## src/rtl/uk101_vram_arbiter.sv

```systemverilog
// Single-port video RAM arbiter: fixed-latency scan-out fetch has priority,
// the CPU req/ack port fills the free RAM cycles.
module uk101_vram_arbiter #(
    parameter int ADDR_W       = 13,
    parameter int DATA_W       = 8,
    parameter int STARVE_LIMIT = 64
) (
    input  logic              clk_pixel,
    input  logic              reset_n,
    input  logic              vid_req,
    input  logic [ADDR_W-1:0] vid_addr,
    output logic [DATA_W-1:0] vid_data,
    output logic              vid_valid,
    input  logic              cpu_req,
    input  logic              cpu_we,
    input  logic [ADDR_W-1:0] cpu_addr,
    input  logic [DATA_W-1:0] cpu_wdata,
    output logic              cpu_ack,
    output logic [DATA_W-1:0] cpu_rdata,
    output logic              cpu_starve,
    input  logic              starve_clr,
    output logic [ADDR_W-1:0] ram_addr,
    output logic              ram_we,
    output logic [DATA_W-1:0] ram_wdata,
    input  logic [DATA_W-1:0] ram_rdata
);

    typedef enum logic [1:0] {
        C_IDLE = 2'd0,
        C_WR   = 2'd1,
        C_RD   = 2'd2
    } cpu_state_t;

    localparam logic [7:0] LIMIT_C = 8'(STARVE_LIMIT);

    cpu_state_t        state_q, state_d;
    logic [ADDR_W-1:0] ram_addr_q, ram_addr_d;
    logic              ram_we_q, ram_we_d;
    logic [DATA_W-1:0] ram_wdata_q, ram_wdata_d;
    logic [DATA_W-1:0] vid_data_q, vid_data_d;
    logic              vid_valid_q, vid_valid_d;
    logic [DATA_W-1:0] cpu_rdata_q, cpu_rdata_d;
    logic              cpu_ack_q, cpu_ack_d;
    logic              cpu_starve_q, cpu_starve_d;
    logic [7:0]        starve_cnt_q, starve_cnt_d;
    logic              tag1_vld_q, tag1_vld_d, tag1_cpu_q, tag1_cpu_d;
    logic              tag2_vld_q, tag2_vld_d, tag2_cpu_q, tag2_cpu_d;
    logic              grant_s;
    logic              cpu_rd_inflight_s;

    // Next-state logic: issue slot, read-return routing, CPU FSM and starvation tracking
    always_comb begin
        state_d      = state_q;
        ram_addr_d   = ram_addr_q;
        ram_we_d     = 1'b0;
        ram_wdata_d  = ram_wdata_q;
        vid_data_d   = vid_data_q;
        vid_valid_d  = 1'b0;
        cpu_rdata_d  = cpu_rdata_q;
        cpu_ack_d    = 1'b0;
        cpu_starve_d = cpu_starve_q;
        starve_cnt_d = starve_cnt_q;
        tag1_vld_d   = 1'b0;
        tag1_cpu_d   = 1'b0;
        tag2_vld_d   = tag1_vld_q;
        tag2_cpu_d   = tag1_cpu_q;

        grant_s           = (state_q == C_IDLE) && cpu_req && !vid_req;
        cpu_rd_inflight_s = (tag1_vld_q && tag1_cpu_q) || (tag2_vld_q && tag2_cpu_q);

        if (vid_req) begin
            ram_addr_d = vid_addr;
            tag1_vld_d = 1'b1;
            tag1_cpu_d = 1'b0;
        end else if (grant_s) begin
            ram_addr_d = cpu_addr;
            if (cpu_we) begin
                ram_we_d    = 1'b1;
                ram_wdata_d = cpu_wdata;
                cpu_ack_d   = 1'b1;
            end else begin
                tag1_vld_d = 1'b1;
                tag1_cpu_d = 1'b1;
            end
        end else begin
            ram_addr_d = ram_addr_q;
        end

        // The tag that left stage 2 names the owner of this cycle's ram_rdata
        if (tag2_vld_q) begin
            if (tag2_cpu_q) begin
                cpu_rdata_d = ram_rdata;
                cpu_ack_d   = 1'b1;
            end else begin
                vid_data_d  = ram_rdata;
                vid_valid_d = 1'b1;
            end
        end else begin
            vid_valid_d = 1'b0;
        end

        case (state_q)
            C_IDLE: begin
                if (grant_s) begin
                    state_d = cpu_we ? C_WR : C_RD;
                end else begin
                    state_d = C_IDLE;
                end
            end
            C_WR: state_d = C_IDLE;
            // Stay busy through the ack cycle so a held request is not regranted
            C_RD: begin
                if (cpu_rd_inflight_s) begin
                    state_d = C_RD;
                end else begin
                    state_d = C_IDLE;
                end
            end
            default: state_d = C_IDLE;
        endcase

        if (grant_s) begin
            starve_cnt_d = 8'd0;
        end else if ((state_q == C_IDLE) && cpu_req && (starve_cnt_q != 8'd255)) begin
            starve_cnt_d = starve_cnt_q + 8'd1;
        end else begin
            starve_cnt_d = starve_cnt_q;
        end

        if (starve_cnt_q == LIMIT_C) begin
            cpu_starve_d = 1'b1;
        end else if (starve_clr) begin
            cpu_starve_d = 1'b0;
        end else begin
            cpu_starve_d = cpu_starve_q;
        end
    end

    // State and output registers; reset discards any in-flight reads
    always_ff @(posedge clk_pixel or negedge reset_n) begin
        if (!reset_n) begin
            state_q      <= C_IDLE;
            ram_addr_q   <= '0;
            ram_we_q     <= 1'b0;
            ram_wdata_q  <= '0;
            vid_data_q   <= '0;
            vid_valid_q  <= 1'b0;
            cpu_rdata_q  <= '0;
            cpu_ack_q    <= 1'b0;
            cpu_starve_q <= 1'b0;
            starve_cnt_q <= 8'd0;
            tag1_vld_q   <= 1'b0;
            tag1_cpu_q   <= 1'b0;
            tag2_vld_q   <= 1'b0;
            tag2_cpu_q   <= 1'b0;
        end else begin
            state_q      <= state_d;
            ram_addr_q   <= ram_addr_d;
            ram_we_q     <= ram_we_d;
            ram_wdata_q  <= ram_wdata_d;
            vid_data_q   <= vid_data_d;
            vid_valid_q  <= vid_valid_d;
            cpu_rdata_q  <= cpu_rdata_d;
            cpu_ack_q    <= cpu_ack_d;
            cpu_starve_q <= cpu_starve_d;
            starve_cnt_q <= starve_cnt_d;
            tag1_vld_q   <= tag1_vld_d;
            tag1_cpu_q   <= tag1_cpu_d;
            tag2_vld_q   <= tag2_vld_d;
            tag2_cpu_q   <= tag2_cpu_d;
        end
    end

    assign ram_addr   = ram_addr_q;
    assign ram_we     = ram_we_q;
    assign ram_wdata  = ram_wdata_q;
    assign vid_data   = vid_data_q;
    assign vid_valid  = vid_valid_q;
    assign cpu_rdata  = cpu_rdata_q;
    assign cpu_ack    = cpu_ack_q;
    assign cpu_starve = cpu_starve_q;

endmodule

```

## config.mk

```make
export PLATFORM = sky130hd
export DESIGN_NAME = uk101_vram_arbiter
export DESIGN_NICKNAME = d
export VERILOG_FILES = /design/src/rtl/uk101_vram_arbiter.sv
export SDC_FILE = /design/constraint.sdc
export NUM_CORES = 1
export LEC_CHECK = 0
export CAP_MARGIN = 5
export CORE_MARGIN = 1.5
export CORE_UTILIZATION = 48
export CTS_BUF_LIST = sky130_fd_sc_hd__clkbuf_8
export DETAILED_ROUTE_END_ITERATION = 10
export GPL_TIMING_DRIVEN = 0
export PLACE_DENSITY = 0.95
export SLEW_MARGIN = 5
export SYNTH_ARGS = -nofsm -noshare
export SYNTH_HDL_FRONTEND = slang
export SYNTH_SLANG_ARGS = --single-unit
```

## constraint.sdc

```tcl
create_clock -name clk_pixel -period 2.9 [get_ports clk_pixel]
set_input_delay 0.58 -clock clk_pixel [delete_from_list [all_inputs] [get_ports clk_pixel]]
set_output_delay 0.58 -clock clk_pixel [all_outputs]
set_load 0.1 [all_outputs]
```

==> Yosys cells after proc, flatten, opt, wreduce, memory -nomap -nowiden <==
Index checks and enable logic that the tools add are counted.
{ "totals": {"ff_bits": 55, "input_bits": 48, "out_inout_bits": 41} }
{ "op_classes": {"reduce_logical": 14, "eq_ne": 3, "bitwise": 2, "muxes": 21, "n_addsub": 1} }
{ "op_table": {"columns": ["cell", "count"], "rows": [
  ["13-bit two-way mux", 2],
  ["8-bit two-way mux", 2],
  ["1-bit two-way mux", 13],
  ["8-bit by 1-bit adder with 8-bit output (second input constant)", 1],
  ["8-bit by 7-bit == test with 1-bit output (second input constant)", 1],
  ["8-bit inequality test (second input constant)", 1],
  ["2-bit two-way mux", 3],
  ["2-bit nonzero test", 3],
  ["1-bit logical AND", 5],
  ["2-bit case mux with 2 select lines", 1],
  ["2-bit AND reduction", 2],
  ["3-bit AND reduction", 1],
  ["2-bit == test (second input constant)", 1],
  ["2-bit zero test", 1],
  ["1-bit inverter", 2],
  ["1-bit zero test", 1],
  ["1-bit logical OR", 1]
]} }

==> Longest topological paths before layout <==
Gate-level depths: netlist of the first run.
{ "logic_depth": {"depth_word": 7, "mapped_depth": 6, "depth_no_buf": 5} }

==> Worst setup path after synthesis of the first run <==
No wires, ideal clock.
{ "synth_timing": {"kind": "input to register", "start": "input port cpu_req", "end": "register ram_wdata_q[0] (netlist: ram_wdata[0])", "setup_slack_ps": 1045, "arrival_time_ps": 1730, "required_time_ps": 2775, "cell_stages": 5, "cell_sequence": "or3b_1 > buf_4 > nor3b_2 > buf_4 > mux2_2"} }
{ "synth_via": {"elab_chain_len": 3} }
{ "synth_rtl": {"columns": ["element", "line", "rtl"], "rows": [
  ["start: declaration", "14", "input logic cpu_req,"],
  ["1-bit logical AND (2 in series)", "68", "grant_s = (state_q == C_IDLE) && cpu_req && !vid_req;"],
  ["3-bit AND reduction (no source line)", null, null],
  ["end signal: assignment", "160", "ram_wdata_q <= ram_wdata_d;"],
  ["end: declaration", "39", "logic [DATA_W-1:0] ram_wdata_q, ram_wdata_d;"]
]} }
Every way passes these cells.
A chain may end at the register's enable or synchronous reset.

==> Worst setup path after layout of the first run <==
{ "layout_timing": {"start": "register ram_addr_q[2] (netlist: ram_addr[2])", "end": "output port ram_addr[2]"} }
{ "layout_lines": {"columns": ["element", "line", "rtl"], "rows": [
  ["start: declaration", "37", "logic [ADDR_W-1:0] ram_addr_q, ram_addr_d;"],
  ["start signal: assignment", "158", "ram_addr_q <= ram_addr_d;"],
  ["end: declaration", "22", "output logic [ADDR_W-1:0] ram_addr,"]
]} }
No word-level cell between the ends.

==> results of run 1 <==
[layer usage]
layer | vias to the layer above | wire [um] | part of all wire (%) | track usage (%)
met5 | - | 0 | 0 | 0
met4 | 0 | 39 | 0.75 | 4.82
met3 | 8 | 324 | 6.2 | 5.83
met2 | 80 | 2770 | 53 | 37.6
met1 | 882 | 2070 | 40 | 24.4
li1 | 848 | - | - | -
[through the flow]
| step | setup WS [ns] | setup TNS [ns] | instance area, um^2 | std cells |
|---|---|---|---|---|
| 2_1_floorplan | 1.04 | 0 | 2300 | 186 |
| 3_3_place_gp | -0.301 | -16.51 | 3250 | 328 |
| 3_5_place_dp | 0.457 | 0 | 3270 | 329 |
| 4_1_cts | 0.487 | 0 | 3370 | 336 |
| 5_1_grt | 0.444 | 0 | 3370 | 336 |
| 6_report | 0.497 | 0 | 3370 | 336 |
[layout by cell type (no fill, tap or decap), types with 2 or more instances in the layout]
| cell type | netlist | routed |
|---|---|---|
| dfrtp_1 | 55 | 55 |
| nor3_1 | 2 | 2 |
| ha_1 | 2 | 2 |
| a21oi_1 | 3 | 3 |
| clkbuf_8 | 0 | 5 |
| o31ai_1 | 2 | 2 |
| nand4_1 | 2 | 2 |
| nor2_1 | 3 | 3 |
| a22o_1 | 2 | 2 |
| mux2i_1 | 14 | 14 |
| clkbuf_1 | 5 | 5 |
| inv_1 | 4 | 4 |
| clkdlybuf4s50_1 | 0 | 87 |
| mux2_2 | 24 | 24 |
| nand2_1 | 27 | 27 |
| nand3_1 | 6 | 6 |
| o21ai_0 | 16 | 16 |
| buf_4 | 3 | 3 |
[how the worst min path moves through the flow]
stage                                        to                  from  cells past startpoint  slack (ns)
floorplan                     cpu_ack$_DFF_PN0_               reset_n                      0        0.28
global placement           tag2_cpu_q$_DFF_PN0_  tag1_cpu_q$_DFF_PN0_                      0        0.36
detailed placement         tag2_vld_q$_DFF_PN0_  tag1_vld_q$_DFF_PN0_                      0        0.36
CTS                    cpu_rdata[1]$_DFFE_PN0P_               reset_n                      1        0.26
global route           cpu_rdata[3]$_DFFE_PN0P_               reset_n                      1        0.29
finish              starve_cnt_q[5]$_DFFE_PN0P_               reset_n                      1        0.25
[cell type report]
type	count	area [um^2]
sequential	55	1380
fill	325	1290
timing repair buffer	89	896
multi-input combinational	118	865
clock buffer	5	68.8
tap	54	67.6
buffer	9	46.3
clock inverter	2	37.5
inverter	4	15.0
[where the power goes]
part           total, uW  internal, uW  switching, uW
logic               1180           327            853
clock network        486           252            234
registers            973           889           84.6
[state kept, by name, indices dropped and copies added (netlist names)]
| register | flops |
|---|---|
| vid_valid | 1 |
| cpu_starve | 1 |
| tag2_cpu_q | 1 |
| tag2_vld_q | 1 |
| state_q | 2 |
| ram_addr | 13 |
| vid_data | 8 |
| ram_wdata | 8 |
| tag1_cpu_q | 1 |
| starve_cnt_q | 8 |
| ram_we | 1 |
| cpu_rdata | 8 |
| cpu_ack | 1 |
| tag1_vld_q | 1 |
[logic make-up after synthesis]
group | after synthesis | synth area share (%)
multiplexers | 38 | 17.8
AO/OA/AOI/OAI | 28 | 7.55
AND/OR/NAND/NOR | 50 | 11.1
adder cells (fa/ha/maj) | 2 | 1.09
flip-flops | 55 | 59.8
buffers and inverters | 13 | 2.66
==> metrics.yaml, run 1 <==
outcome: "finished, final reports clean"
cp-end-kind: "output pin"
syn_avg_cell_area_um2: 12.4
cp_top_family: "buffers and inverters"
clk_latency_ns: 0.30
hp-class: "in -> async"
reg2reg_slack_ns: 1.01
fmax_mhz: 416
synthCells: 186
r2r_start: "starve_cnt_q[1]$_DFFE_PN0P_"
cts_max_level: 2
post_cts_resized: 0
synth_area_mm2: 0.00230
wl_per_cell_um: 15.5
ir_drop_uv: 400
worstSetupPathType: "reg -> out"
core_mm2: 0.00466
start_kind: "flip-flop"
antenna_found_initial: 0
worstPathMaxFanout: 2
critPathMaxStageDelay_ns: 1.14
total_power_uw: 2640
leakagePower_uw: 0.00146
insertedDiodeCount: 0
synth_area_leaders: "dfrtp_1 60%, mux2_2 12%, mux2i_1 6.1%"
min_period_ns: 2.40
worstPathArrival_ns: 1.82
ys.warnings.count: 0
drive_above_1_share_pct: 14.5
path_clk_slew_ns: 0.10
ant_nets: 0
synth_commonest_cells: "55 x dfrtp_1, 27 x nand2_1, 24 x mux2_2"
firstDrtPassIters: 6
grtUsageTotal_pct: 20.7
yosysMostFrequentCell: "dfrtp_1"
numPortBuffers: 88
cts_root_buf: "clkbuf_8"
reg2reg_depth: 5
finalWeightedCongestion: 0.909
crit_chain: "clkdlybuf4s50_1"
slowest_stage: "clkdlybuf4s50_1"
grt_pass1_vias: 1860
tightest_slew_ns: 0.986
hold_violations: 0
syn_to_final_growth_pct: 46.5
drv_slew: 0
cp-endpoint: "ram_addr[2]"
synth_nets: 236
yosysSeqAreaShare_pct: 59.8
hpwlAfterDp_um: 3880
synth.largest_area_cell: "dfrtp_1"
finalSetupViolations: 0
io_pins: 89
die_x_um: 72.3
whs_ns: 0.246
rows: 25
cts.sinks: 55
cp-startpoint: "ram_addr[2]$_DFFE_PN0P_"
finalCritPeriodShare_pct: 82.9
vias: 1818
drt-initial-drc-count: 78
ys.flop_type: "dfrtp_1"
final_nets: 332
slew-limit-headroom_pct: 34.1
skew_ns: 0.00947
cts_hold_buf: 0
rsz0062_at_grt: "false"
power.density_mw_per_mm2: 783
overflow: 0
clockBufferDepth: 2
cts_setup_buffers: 0
postSynth.asyncResetShare_pct: 100
cts_tree: "built"
synth_largest_type_area_fraction_pct: 59.8
cts_buffers: 5
drv_cap: 0
drc_errors: 0
utilization_pct: 72.3
vias_per_cell: 5.41
grt_max_degree: 33
start_util_pct: 49.4
worst_r2r_endpoint: "starve_cnt_q[5]$_DFFE_PN0P_"
die_h_um: 72.3
worst_ep_required_time_ns: 2.32
synth_edf_count: 0
cp.depth: 1
dieArea_mm2: 0.00522
grt_first_pass_wirelength_um: 8340
ys_seq_elements: 55
ys_types: 32
wl_um: 5200
crit_buf_inv: 1
(Power assumes the default switching activity.)
==> inputs of run 2 (changes only) <==
- CORE_UTILIZATION: 48 -> 45
- PLACE_DENSITY: 0.95 -> 0.93
- clock period: 2.9 -> 2.4 ns (I/O delays scaled with it)
==> run 2 against run 1 <==
Net effect: combinational power up 20%; sequential cell count unchanged; sequential power up 20%; wire length down 5.2%; cell area up 0.74%; count of clock-buffer cells in the layout unchanged; worst hold slack worse by 0.16 ns.
==> metrics.yaml, run 2 (same netlist as run 1, synthesis figures left out) <==
outcome: "finished, final reports clean"  # unchanged
tns_ns: 0  # unchanged
die_h_um: 74.5  # was 72.3 um
cts_buffers: 5  # unchanged
post_cts_resized: 0  # unchanged
cts_root_buf: "clkbuf_8"  # unchanged
final_nets: 332  # unchanged
seq_area_mm2: 0.00138  # unchanged
seqPwrFrac_pct: 36.4  # was 36.9%
core_mm2: 0.00482  # was 0.00466 mm^2
critPathMaxStageDelay_ns: 1.14  # about the same
worst_r2r_endpoint: "ram_wdata[0]$_DFFE_PN0P_"  # was starve_cnt_q[5]$_DFFE_PN0P_
vias_per_cell: 5.13  # was 5.41
largest_register_ffs: 13  # unchanged
grt_pass1_vias: 1820  # was 1860
hp-class: "in -> async"  # unchanged
fmax_mhz: 432
ir_drop_uv: 402  # was 400 uV
ant_nets: 0  # unchanged
grt_first_pass_wirelength_um: 8290  # was 8340 um
drive_above_1_share_pct: 14.8  # was 14.5%
firstDrtPassIters: 4  # was 6
cp-end-kind: "output pin"  # unchanged
min_period_ns: 2.32
numPortBuffers: 88  # unchanged
cts_setup_buffers: 0  # unchanged
start_kind: "flip-flop"  # unchanged
final_cell_mix: "87 x clkdlybuf4s50_1, 55 x dfrtp_1, 27 x nand2_1, 24 x mux2_2, 16 x o21ai_0"  # unchanged
drv_slew: 0  # unchanged
worstSetupPathType: "reg -> out"  # unchanged
fillers: 383  # was 325
antenna_found_initial: 0  # unchanged
cts_tree: "built"  # unchanged
grtUsageMet2_pct: 33.1  # was 37.6%
overflow: 0  # unchanged
drt-initial-drc-count: 65  # was 78
cts_max_level: 2  # unchanged
worst_ep_required_time_ns: 1.92  # was 2.32 ns
power.density_mw_per_mm2: 947  # was 783 mW/mm^2
power_frac_comb_pct: 44.3  # was 44.7%
rsz0062_at_grt: "false"  # unchanged
worstPathArrival_ns: 1.84  # was 1.82 ns
multi_input_comb_area_um2: 865  # unchanged
clockBufferDepth: 2  # unchanged
cp.depth: 1  # unchanged
leakagePower_uw: 0.00146  # about the same
crit_buf_inv: 1  # unchanged
vias: 1795  # was 1818
slew-limit-headroom_pct: 33.8  # was 34.1%
start_util_pct: 47.8  # was 49.4%
grtUsageTotal_pct: 19.4  # was 20.7%
hpwlAfterDp_um: 3740  # was 3880 um
switching_share_pct: 44.5  # was 44.4%
grt.met3_usage_pct: 6.10  # was 5.83%
intPower_uw: 1780  # was 1470 uW
whs_ns: 0.0820  # was 0.246 ns
drc_errors: 0  # unchanged
reg2reg_slack_ns: 0.55  # was 1.01 ns
skew_ns: 0.00669  # was 0.00947 ns
insertedDiodeCount: 0  # unchanged
finalCritPeriodShare_pct: 96.5
clk_latency_ns: 0.31  # was 0.30 ns
finalSetupViolations: 0  # unchanged
p_clk_share_pct: 19.3  # was 18.4%
finalWeightedCongestion: 0.876  # was 0.909
tightest_slew_ns: 0.990  # was 0.986 ns
switchingPower_uw: 1430  # was 1170 uW
drv_cap: 0  # unchanged
cp-endpoint: "ram_addr[7]"  # was ram_addr[2]
final_common_cell: "clkdlybuf4s50_1"  # unchanged
total_power_uw: 3220  # was 2640 uW
grtUsageMet1_pct: 23.9  # was 24.4%
wl_per_cell_um: 14.1  # was 15.5 um
syn_to_final_growth_pct: 47.6  # was 46.5%
reg2reg_depth: 5  # unchanged
cp-startpoint: "ram_addr[7]$_DFFE_PN0P_"  # was ram_addr[2]$_DFFE_PN0P_
cp_top_family: "buffers and inverters"  # unchanged
die_x_um: 74.5  # was 72.3 um
r2r_start: "state_q[0]$_DFF_PN0_"  # was starve_cnt_q[1]$_DFFE_PN0P_
rows: 25  # unchanged
grt-busiest-layer: "met2"  # unchanged
worstPathMaxFanout: 2  # unchanged
crit_chain: "clkdlybuf4s50_1"  # unchanged
hold_violations: 0  # unchanged
io_pins: 89  # unchanged
dieArea_mm2: 0.00555  # was 0.00522 mm^2
path_clk_slew_ns: 0.10  # about the same
cts_hold_buf: 0  # unchanged
wl_um: 4930  # was 5200 um
grt_max_degree: 39  # was 33
cts.sinks: 55  # unchanged
slowest_stage: "clkdlybuf4s50_1"  # unchanged
[run 2: changes by cell type in the layout (fill, tap and decap cells not counted)]
| cell | delta |
|---|---|
| inv_6 | +1 |
[run 2: how the worst min path moves through the flow]
stage                         start                        to
4_1_cts                     reset_n  ram_wdata[1]$_DFFE_PN0P_
5_1_grt                     reset_n  ram_wdata[5]$_DFFE_PN0P_
6_report                    reset_n  ram_wdata[1]$_DFFE_PN0P_
3_5_place_dp   tag1_vld_q$_DFF_PN0_      tag2_vld_q$_DFF_PN0_
2_1_floorplan               reset_n         cpu_ack$_DFF_PN0_
3_3_place_gp   tag1_cpu_q$_DFF_PN0_      tag2_cpu_q$_DFF_PN0_
[run 2: stage by stage]
| step | cell area, um^2 | instances | utilization, % | setup WS [ns] |
|---|---|---|---|---|
| 2_1_floorplan | 2300 | 186 | - | 0.645 |
| 3_3_place_gp | 3270 | 341 | 67.8 | -0.733 |
| 3_5_place_dp | 3280 | 342 | 68.1 | 0.0275 |
| 4_1_cts | 3400 | 350 | 70.5 | 0.0877 |
| 5_1_grt | 3400 | 350 | 70.5 | 0.0369 |
| 6_report | 3400 | 350 | 70.5 | 0.0832 |
[run 2: cell type report]
type	instances	share of cell area, %
repair buffers	89	26.4
multi-input cells	118	25.5
clock inverters	3	1.36
clock buffers	5	2.03
well taps	67	2.47
inverters	4	0.442
flip-flops and latches	55	40.5
plain buffers	9	1.36
[run 2: per-layer routing]
metal,vias to the layer above,wire length (um)
li1,847,-
met1,866,1980
met2,77,2510
met3,5,406
met4,0,35
met5,-,0
[run 2: power groups by stage]
stage	Sequential, uW	Combinational (uW)	Clock [uW]
2_1_floorplan	1990	234	0
3_3_place_gp	1180	1410	0
3_5_place_dp	1190	1430	0
4_1_cts	1170	1430	637
5_1_grt	1190	1490	669
6_report	1170	1420	621
